<file path="config.mk">
export PLATFORM = sky130hd
export DESIGN_NAME = fp_div_iter
export DESIGN_NICKNAME = d
export VERILOG_FILES = /design/src/rtl/fp_div_iter.sv
export SDC_FILE = /design/constraint.sdc
export NUM_CORES = 1
export LEC_CHECK = 0
export ABC_AREA = 1
export ABC_CLOCK_PERIOD_IN_PS = 9500
export CAP_MARGIN = 5
export CORE_MARGIN = 4
export CORE_UTILIZATION = 62
export DETAILED_ROUTE_END_ITERATION = 10
export PLACE_DENSITY = 0.85
export SLEW_MARGIN = 20
export SYNTH_ARGS = -nofsm -noshare
export SYNTH_HDL_FRONTEND = slang
export SYNTH_SLANG_ARGS = --single-unit
</file>
<file path="constraint.sdc">
create_clock -name clk -period 9.5 [get_ports clk]
set_clock_uncertainty 0.05 [all_clocks]
set_input_delay 1.9 -clock clk [delete_from_list [all_inputs] [get_ports clk]]
set_output_delay 1.9 -clock clk [all_outputs]
set_load 0.02 [all_outputs]
</file>
<file path="src/rtl/fp_div_iter.sv">
`timescale 1ns/1ps
// fp_div_iter: parametrised iterative IEEE-754 divider (restoring, 1 quotient bit/cycle, RNE, full flags).
// Define FP_DIV_EARLY_OUT_EN to route special operands straight from IDLE to OUT.
module fp_div_iter #(
  parameter int EXP_W = 8,
  parameter int MAN_W = 23,
  parameter int BIAS  = (1 << (EXP_W - 1)) - 1
) (
  input  logic                 clk,
  input  logic                 rst,
  input  logic                 in_valid,
  output logic                 in_ready,
  input  logic [EXP_W+MAN_W:0] a,
  input  logic [EXP_W+MAN_W:0] b,
  output logic                 out_valid,
  input  logic                 out_ready,
  output logic [EXP_W+MAN_W:0] result,
  output logic                 overflow,
  output logic                 underflow,
  output logic                 inexact,
  output logic                 div_by_zero,
  output logic                 invalid
);

  // state | meaning
  // IDLE  | waiting for operands, in_ready high
  // ITER  | N+3 restoring divide steps, one quotient bit each
  // NORM  | bring quotient into [1,2), adjust exponent
  // ROUND | RNE, range check, special-operand override
  // OUT   | result and flags held until out_ready

  localparam int FW  = 1 + EXP_W + MAN_W;
  localparam int N   = MAN_W;
  localparam int EW2 = EXP_W + 2;
  localparam int CW  = $clog2(N + 3);
  localparam logic signed [EW2-1:0] EXP_TOP  = EW2'((1 << EXP_W) - 1);
  localparam logic signed [EW2-1:0] EXP_BIAS = EW2'(BIAS);
  localparam logic [CW-1:0]         CNT_LOAD = CW'(N + 2);
  localparam logic [FW-1:0]         QNAN     = {1'b0, {EXP_W{1'b1}}, 1'b1, {(N-1){1'b0}}};

  typedef enum logic [2:0] {S_IDLE, S_ITER, S_NORM, S_ROUND, S_OUT} state_t;

  state_t state_q, state_d;

  logic [EXP_W-1:0]      ea, eb;
  logic [N-1:0]          ma, mb;
  logic                  a_max, a_zero, b_max, b_zero;
  logic                  a_nan, b_nan, a_inf, b_inf;
  logic                  special, sgn;
  logic [FW-1:0]         spec_res;
  logic [4:0]            spec_flg;

  logic                  sign_q;
  logic signed [EW2-1:0] exp_q;
  logic [N+1:0]          rem_q;
  logic [N:0]            div_q;
  logic [N+2:0]          quo_q;
  logic [CW-1:0]         cnt_q;
  logic                  spec_q;
  logic [FW-1:0]         spec_res_q;
  logic [4:0]            spec_flg_q;
  logic [4:0]            flg_q;

  logic                  q_bit;
  logic [N+1:0]          rem_sub, rem_nx;
  logic                  g, r, st, up;
  logic [N:0]            man_rnd;
  logic signed [EW2-1:0] exp_r;
  logic                  rnd_ovf, rnd_unf;

  assign ea     = a[FW-2:N];
  assign eb     = b[FW-2:N];
  assign ma     = a[N-1:0];
  assign mb     = b[N-1:0];
  assign a_max  = &ea;
  assign b_max  = &eb;
  assign a_zero = ~|ea;
  assign b_zero = ~|eb;
  assign a_nan  = a_max & (|ma);
  assign b_nan  = b_max & (|mb);
  assign a_inf  = a_max & ~(|ma);
  assign b_inf  = b_max & ~(|mb);
  assign special = a_max | a_zero | b_max | b_zero;
  assign sgn    = a[FW-1] ^ b[FW-1];

  // Subnormals decode as zero because only the exponent field is inspected.
  always_comb begin
    spec_res = '0;
    spec_flg = '0;
    if (a_nan || b_nan || (a_zero && b_zero) || (a_inf && b_inf)) begin
      spec_res = QNAN;
      spec_flg = 5'b00001;
    end else if (a_inf) begin
      spec_res = {sgn, {EXP_W{1'b1}}, {N{1'b0}}};
    end else if (b_zero) begin
      spec_res = {sgn, {EXP_W{1'b1}}, {N{1'b0}}};
      spec_flg = 5'b00010;
    end else begin
      spec_res = {sgn, {(FW-1){1'b0}}};
    end
  end

  assign q_bit   = (rem_q >= {1'b0, div_q});
  assign rem_sub = rem_q - {1'b0, div_q};
  assign rem_nx  = q_bit ? rem_sub : rem_q;

  // After NORM the quotient's lsb pair is guard/round; leftover remainder is sticky.
  assign g       = quo_q[1];
  assign r       = quo_q[0];
  assign st      = |rem_q;
  assign up      = g & (r | st | quo_q[2]);
  assign man_rnd = {1'b0, quo_q[N+1:2]} + {{N{1'b0}}, up};
  assign exp_r   = exp_q + $signed({{(EW2-1){1'b0}}, man_rnd[N]});
  assign rnd_ovf = (exp_r >= EXP_TOP);
  assign rnd_unf = exp_r[EW2-1] || (exp_r == '0);

  always_ff @(posedge clk) begin
    if (rst) state_q <= S_IDLE;
    else     state_q <= state_d;
  end

  always_comb begin
    state_d = state_q;
    case (state_q)
      S_IDLE: if (in_valid) begin
`ifdef FP_DIV_EARLY_OUT_EN
        state_d = special ? S_OUT : S_ITER;
`else
        state_d = S_ITER;
`endif
      end
      S_ITER:  if (cnt_q == '0) state_d = S_NORM;
      S_NORM:  state_d = S_ROUND;
      S_ROUND: state_d = S_OUT;
      S_OUT:   if (out_ready) state_d = S_IDLE;
      default: state_d = S_IDLE;
    endcase
  end

  always_ff @(posedge clk) begin
    if (rst) begin
      sign_q     <= 1'b0;
      exp_q      <= '0;
      rem_q      <= '0;
      div_q      <= '0;
      quo_q      <= '0;
      cnt_q      <= '0;
      spec_q     <= 1'b0;
      spec_res_q <= '0;
      spec_flg_q <= '0;
      result     <= '0;
      flg_q      <= '0;
    end else begin
      case (state_q)
        S_IDLE: if (in_valid) begin
          sign_q     <= sgn;
          exp_q      <= $signed({2'b00, ea}) - $signed({2'b00, eb}) + EXP_BIAS;
          rem_q      <= {2'b01, ma};
          div_q      <= {1'b1, mb};
          quo_q      <= '0;
          cnt_q      <= CNT_LOAD;
          spec_q     <= special;
          spec_res_q <= spec_res;
          spec_flg_q <= spec_flg;
`ifdef FP_DIV_EARLY_OUT_EN
          if (special) begin
            result <= spec_res;
            flg_q  <= spec_flg;
          end
`endif
        end
        S_ITER: begin
          quo_q <= {quo_q[N+1:0], q_bit};
          rem_q <= rem_nx << 1;
          cnt_q <= cnt_q - 1'b1;
        end
        S_NORM: if (!quo_q[N+2]) begin
          quo_q <= quo_q << 1;
          exp_q <= exp_q - EW2'(1);
        end
        S_ROUND: begin
          if (spec_q) begin
            result <= spec_res_q;
            flg_q  <= spec_flg_q;
          end else if (rnd_ovf) begin
            result <= {sign_q, {EXP_W{1'b1}}, {N{1'b0}}};
            flg_q  <= 5'b10100;
          end else if (rnd_unf) begin
            result <= {sign_q, {(FW-1){1'b0}}};
            flg_q  <= 5'b01100;
          end else begin
            result <= {sign_q, exp_r[EXP_W-1:0], man_rnd[N-1:0]};
            flg_q  <= {2'b00, g | r | st, 2'b00};
          end
        end
        default: ;
      endcase
    end
  end

  assign in_ready  = (state_q == S_IDLE);
  assign out_valid = (state_q == S_OUT);
  assign {overflow, underflow, inexact, div_by_zero, invalid} = flg_q;

endmodule

</file>
==> results of run 1 <==
[sequential cells by signal (all words and copies together) (netlist names)]
signal and count:
result 32, quo_q 26, rem_q 25, div_q 24
exp_q 10, cnt_q 5, flg_q 5, spec_res_q 3
state_q 3, sign_q 1, spec_flg_q 1, spec_q 1
[cells in the final DEF (no fill, tap or decap), types with 5 or more instances in the layout]
master	count
o21ai_0	71
a21oi_1	145
o21ai_1	7
inv_1	206
nand2_2	11
o31ai_1	12
o211ai_1	5
dfxtp_1	136
xor2_1	19
nand4_1	49
nand2_1	420
ha_1	39
clkdlybuf4s50_1	105
clkinvlp_4	5
nand3_1	73
nor2_4	5
a31oi_1	5
inv_2	11
nand3_2	14
nor3_1	18
nand3b_1	9
xnor2_1	12
nor2_2	9
clkbuf_16	17
nor2_1	178
[cell type report]
class	instances	area (um2)
Fill cell	1294	3940
Tap cell	188	235
Clock inverter	14	139
Inverter	221	836
Multi-Input combinational cell	1140	5820
Clock buffer	18	439
Sequential cell	136	2720
Timing Repair Buffer	108	1070
[kinds of logic (layout without fill, tap and decap cells)]
logic type                 count (synthesis)  after routing
xor gates and xnor gates                  31             31
adders and majority gates                 41             41
AOI/OAI and AO/OA                        263            263
buffers and inverters                    274            361
and+or+nand+nor                          805            805
DFF                                      136            136
[worst register-to-register path, delay by kind of cell (launching register included)]
kind,cells,cell delay [ps]
AND/OR/NAND/NOR,16,2150
buffers and inverters,1,140
XOR/XNOR,1,310
flip-flops,1,440
adder cells (fa/ha/maj),2,600
[synth_stat cells (all sizes together)]
| cell | instances | area, um2 |
|---|---|---|
| o31ai | 12 | 90.1 |
| a22oi | 1 | 7.51 |
| a31oi | 5 | 31.3 |
| nor4 | 3 | 18.8 |
| nand4 | 49 | 307 |
| o311ai | 1 | 8.76 |
| nand2 | 435 | 1690 |
| ha | 39 | 488 |
| o21a | 3 | 22.5 |
| xor2 | 19 | 166 |
| nand3b | 9 | 67.6 |
| and3 | 1 | 6.26 |
| a21oi | 146 | 742 |
| nor3 | 22 | 136 |
| clkinv | 1 | 3.75 |
| buf | 22 | 148 |
| nand3 | 91 | 576 |
| clkbuf | 31 | 116 |
| a221oi | 2 | 17.5 |
| dfxtp | 136 | 2720 |
| o22ai | 3 | 18.8 |
| nor2 | 192 | 781 |
| xnor2 | 12 | 105 |
| o21bai | 4 | 30.0 |
| o211ai | 5 | 37.5 |
| and2 | 3 | 18.8 |
| inv | 220 | 831 |
| fa | 2 | 40.0 |
| o21ai | 78 | 390 |
| a211oi | 3 | 22.5 |
[per-layer routing]
layer | GRT usage | share of wire | vias up
li1 | - | - | 5142
met1 | 0.377 | 0.42 | 4640
met2 | 0.550 | 0.50 | 321
met3 | 0.0612 | 0.058 | 60
met4 | 0.105 | 0.027 | 0
met5 | 0 | 0 | -
[worst max path at each step]
| stage | start | end | slack (ps) | depth (start not counted) |
|---|---|---|---|---|
| 6_report | in_valid | exp_q[4] | 5070 | 9 |
| 5_1_grt | in_valid | exp_q[4] | 4680 | 9 |
| 4_1_cts | in_valid | exp_q[4] | 5470 | 9 |
| 3_5_place_dp | in_valid | exp_q[4] | 5020 | 9 |
| 3_3_place_gp | in_valid | exp_q[4] | 5080 | 9 |
| 2_1_floorplan | a[23] | exp_q[8] | 5820 | 15 |
[metrics by stage]
step	setup slack [ps]	instance area (um2)	hold WS [ps]	total power [mW]	std cells
final	5070	11300	413	2.40	1825
after global routing	4680	11300	430	2.55	1825
after CTS	5470	11300	410	2.39	1825
after detailed placement	5020	10700	402	1.73	1793
after global placement	5080	10700	397	1.71	1793
after floorplan	5820	9640	383	1.51	1550
[power by group through the flow]
| stage | Clock, mW | Combinational [mW] | Sequential, mW |
|---|---|---|---|
| after floorplan | 0 | 0.832 | 0.676 |
| after global placement | 0 | 1.02 | 0.691 |
| after detailed placement | 0 | 1.04 | 0.692 |
| after CTS | 0.655 | 1.05 | 0.681 |
| after global routing | 0.673 | 1.19 | 0.688 |
| final | 0.653 | 1.06 | 0.683 |
==> flow_summary_export.csv, run 1 <==
group,metric,value,unit
critical_path,critical-path-top-delay-family,"buffers and inverters",
die,die-area,0.0176,mm2
worst_hold_path,hold_depth,2,
synth,ys_types,45,
synth,synth_cells,1550,
routing,detail-route-antenna-nets,0,
timing,slew_headroom,0.393,
clock_network,postCtsHoldBufs,0,
layout,nNetsFinal,1733,
worst_hold_path,min_to,"div_q[11]",
synth,synth_top_family_by_area,"simple AND/OR/NAND/NOR gates",
critical_path,rr_startpoint,"quo_q[9]",
clock_network,clk_path_buf_depth,2,
synth,synth-seq-cells,136,
timing,maxSlewViolCount,0,
global_routing,antenna_found_initial,0,
layout,n_antenna_cell,0,
synth,synthMuxAreaShare,0,
synth,syn_avg_cell_area,6.22,um2
critical_path,arrival,4730,ps
worst_hold_path,worstHoldPathType,"reg2reg",
timing,setup_violations,0,
global_routing,grt_pass1_vias,9705,
flow_run,maxCapViolations,0,
global_routing,grt_use_total,0.310,
clock_network,htreeDepth,4,
critical_path,start_kind,"input pin",
clock_network,ctsResizeCount,0,
global_routing,grt_start_max_net_pins,76,
pwr,p_int,1.36,mW
critical_path,crit_type,"in2reg",
critical_path,required,9800,ps
placed_design,gp_congestion,0.972,
status,status,"finished, final reports clean",
synth,yosys.area_share.simple,0.374,
synth,synth-compound-area-share,0.147,
die,core,0.0152,mm2
pwr,netSwitchingFraction,0.434,
die,start_util,0.634,
routing,vias,10200,
synth,ys_warn_count,0,
clock_network,clkLatencyLatePin,430,ps
placed_design,portBuffers,106,
timing,rsz0062_at_grt,"false",
pwr,p_switching,1.04,mW
synth,synth_area,0.00964,mm2
critical_path,crit_buf_inv,4,
global_routing,grt_pass1_wl,45.7,mm
routing,wl,27.3,mm
timing,finalHoldViolations,0,
clock_network,cts-root-buf,"clkbuf_16",
timing,fmax,0.226,GHz
synth,synthAdderAreaFrac,0.0548,
layout,finish.utilization,0.741,
timing,min_period,4430,ps
pwr,p_leak,4.86,nW
routing,firstDrtPassIters,6,
critical_path,crit_path_top_delay_cell,"clkinv_2",
pwr,p_clk_frac,0.272,
timing,post-route-period-util,0.467,
die,die_y,133,um
routing,wl_per_cell,15.0,um
routing,drc,0,
critical_path,r2r_cells,20,
critical_path,critPathMaxStageDelay,790,ps
clock_network,cts_setup_buffers,0,
pwr,pwr-share-seq,0.285,
critical_path,end_kind,"flop",
global_routing,globalRoute.totalOverflow,0,
pwr,powerDensity,213,mW/mm2
synth,synth_xor_area_frac,0.0282,
routing,dr.first_iter.drc_count,811,
die,die_w,133,um
timing,final.setup.tns,0,ps
synth,synth.net_count,1659,
pwr,vdd_drop_max,0.148,mV
layout,final_layout_size_suffix_gt1_frac,0.0617,
worst_hold_path,hp-start,"div_q[11]",
clock_network,cts_tree,"built",
synth,yosysSeqAreaShare,0.282,
critical_path,r2r-end,"result[19]",
pwr,comb_power_share,0.443,
critical_path,reg2reg_slack,5660,ps
timing,worstMarginPinSlew,909,ps
clock_network,cts_inserted_buffers,17,
critical_path,crit_fanout,73,
layout,area_delta_synth_final,16.8,%
placed_design,dp_hpwl,20.1,mm
critical_path,cp_cell_sequence,"clkdlybuf4s50_1, inv_1, nor2_2, clkinv_2, nand2_1, inv_2, a31oi_1, o21ai_1, a21oi_1",
die,placement_rows,45,
die,ios,107,
clock_network,clkTransAtPathRegs,60,ps
routing,via_per_inst,5.57,
clock_network,cts.sinks,136,
Note: power is estimated with default switching activity, not from simulation.
==> run 2, diff against run 1 <==
--- a/config.mk
+++ b/config.mk
@@ -6,12 +6,12 @@
 export NUM_CORES = 1
 export LEC_CHECK = 0
 export ABC_AREA = 1
-export ABC_CLOCK_PERIOD_IN_PS = 9500
+export ABC_CLOCK_PERIOD_IN_PS = 3700
 export CAP_MARGIN = 5
 export CORE_MARGIN = 4
-export CORE_UTILIZATION = 62
+export CORE_UTILIZATION = 52
 export DETAILED_ROUTE_END_ITERATION = 10
-export PLACE_DENSITY = 0.85
+export PLACE_DENSITY = 0.75
 export SLEW_MARGIN = 20
 export SYNTH_ARGS = -nofsm -noshare
 export SYNTH_HDL_FRONTEND = slang
==> constraint.sdc (replaced) <==
create_clock -name clk -period 3.7 [get_ports clk]
set_clock_uncertainty 0.05 [all_clocks]
set_input_delay 0.74 -clock clk [delete_from_list [all_inputs] [get_ports clk]]
set_output_delay 0.74 -clock clk [all_outputs]
set_load 0.02 [all_outputs]
==> run 2 against run 1 <==
Compared with the run above: final area grew 1.3%; critical path depth is 12 higher; total power rose to 2.6 times the previous value; cell count rose by 2.8%; clock power increased to 2.6 times the previous value; count of clock-buffer cells in the layout grew 1; combinational power grew to 2.6 times the previous value; worst hold slack better by 2.4 ps; register-to-register slack got worse by 5400 ps; core utilization shrank 11 points; critical path type is now reg2reg.
==> flow_summary_export.csv, run 2 (synthesis gave the netlist of run 1 again) <==
group,metric,value,unit
critical_path,crit_type,"reg2reg",
routing,vias,10100,
layout,final_common_cell,"nand2_1",
layout,num-fill-cells,1697,
critical_path,end_kind,"flop",
clock_network,cts_inserted_buffers,17,
clock_network,postCtsHoldBufs,0,
clock_network,cts.sinks,136,
worst_hold_path,hold_depth,2,
routing,dr.first_iter.drc_count,709,
die,die-area,0.0208,mm2
die,placement_rows,49,
layout,final_cell_mix,"nand2_1 (420), inv_1 (206), nor2_1 (177)",
layout,area_delta_synth_final,18.4,%
timing,post-route-period-util,0.917,
timing,slew_headroom,0.442,
timing,fmax,0.295,GHz
global_routing,grt_start_max_net_pins,75,
pwr,vdd_drop_max,0.398,mV
pwr,p_leak,4.90,nW
die,die_y,144,um
clock_network,cts_tree,"built",
die,ios,107,
timing,finalHoldViolations,0,
routing,drc,0,
clock_network,cts-root-buf,"clkbuf_16",
timing,maxSlewViolCount,0,
placed_design,portBuffers,106,
placed_design,gp_congestion,0.980,
die,start_util,0.533,
clock_network,clkLatencyLatePin,420,ps
routing,detail-route-antenna-nets,0,
critical_path,reg2reg_slack,310,ps
clock_network,htreeDepth,4,
timing,setup_violations,0,
critical_path,r2r_cells,21,
timing,hold_ws,416,ps
timing,min_period,3390,ps
timing,final.setup.tns,0,ps
global_routing,grt_pass1_wl,45.3,mm
layout,final_layout_size_suffix_gt1_frac,0.0693,
die,core,0.0181,mm2
critical_path,crit_fanout,19,
critical_path,start_kind,"flop",
critical_path,rr_startpoint,"quo_q[8]",
global_routing,antenna_found_initial,1,
global_routing,grt_pass1_vias,9573,
critical_path,required,3930,ps
critical_path,crit_end,"result[19]",
flow_run,maxCapViolations,0,
pwr,powerDensity,542,mW/mm2
layout,top_regs,"result x32, quo_q x26, rem_q x25",
global_routing,grt_use_total,0.268,
routing,firstDrtPassIters,5,
placed_design,dp_hpwl,20.6,mm
layout,seq_area,0.00272,mm2
routing,wl_per_cell,14.8,um
layout,nNetsFinal,1742,
die,die_w,144,um
status,status,"finished, final reports clean",
critical_path,startpoint,"quo_q[8]",
timing,worstMarginPinSlew,835,ps
layout,largest_reg_flops,32,
layout,finish.utilization,0.631,
routing,via_per_inst,5.38,
layout,multi_input_area,0.00585,mm2
clock_network,clk_path_buf_depth,2,
critical_path,r2r-end,"result[19]",
layout,regMostFlops,"result",
critical_path,arrival,3620,ps
clock_network,clkTransAtPathRegs,60,ps
worst_hold_path,worstHoldPathType,"reg2reg",
global_routing,globalRoute.totalOverflow,0,
routing,wl,27.7,mm
==> run 2: per-layer routing <==
layer  global-route usage  vias up  wire, um
met4                0.109        0       978
met5                    0        -         0
met2                0.468      244     13400
met3               0.0440       69      1060
li1                     -     5180         -
met1                0.329     4593     12200
==> run 2: repair_timing <==
action | CTS | global route
resized for setup | 0 | 7
hold endpoints to repair | 0 | 0
setup endpoints to repair | 0 | 34
buffers inserted | 0 | 1
==> run 2: power by group <==
group / switching, mW / total [mW] / internal (mW)
registers: 0.138 / 1.75 / 1.61
logic: 1.81 / 2.74 / 0.933
clock network: 0.690 / 1.69 / 0.998
total: 2.63 / 6.18 / 3.55
==> run 2: worst max-delay path, stage by stage (launching register included) <==
cell and delay (ps):
dfxtp_1 400, nand2_1 150, nor2_1 130, nand4_1 200, nor2_2 200, nand4_1 90, nor2_1 100, nand3_1 90
nor3_2 150, ha_2 210, ha_2 240, nand3_1 120, nand2_1 110, nand2_1 100, nor3_2 200, nand3_2 80
nand2_2 160, nand2_8 150, inv_2 110, nor2_1 50, nor2_1 80, nor2_1 50
==> run 2: area by class of cell <==
| type | count | area share |
|---|---|---|
| Clock inverter | 13 | 0.0128 |
| Inverter | 221 | 0.0731 |
| Tap cell | 229 | 0.0251 |
| Clock buffer | 19 | 0.0379 |
| Multi-Input combinational cell | 1140 | 0.512 |
| Timing Repair Buffer | 117 | 0.0998 |
| Sequential cell | 136 | 0.239 |
| Antenna cell | 1 | 0.000219 |
==> run 2: worst min-delay path by stage <==
stage | from | endpoint | slack (ps)
floorplan | div_q[10] | div_q[10] | 380
global placement | div_q[10] | div_q[10] | 400
detailed placement | div_q[10] | div_q[10] | 400
CTS | div_q[10] | div_q[10] | 410
global route | div_q[13] | div_q[13] | 440
finish | div_q[10] | div_q[10] | 420
==> run 2: per-stage QoR <==
step	std cells	setup slack, ps	cell area, um2	total power, mW
6_report	1876	306	11400	6.18
5_1_grt	1876	-40.8	11400	6.64
4_1_cts	1874	99.4	11400	6.17
3_5_place_dp	1842	146	10800	4.47
3_3_place_gp	1842	247	10800	4.45
2_1_floorplan	1550	715	9640	3.87
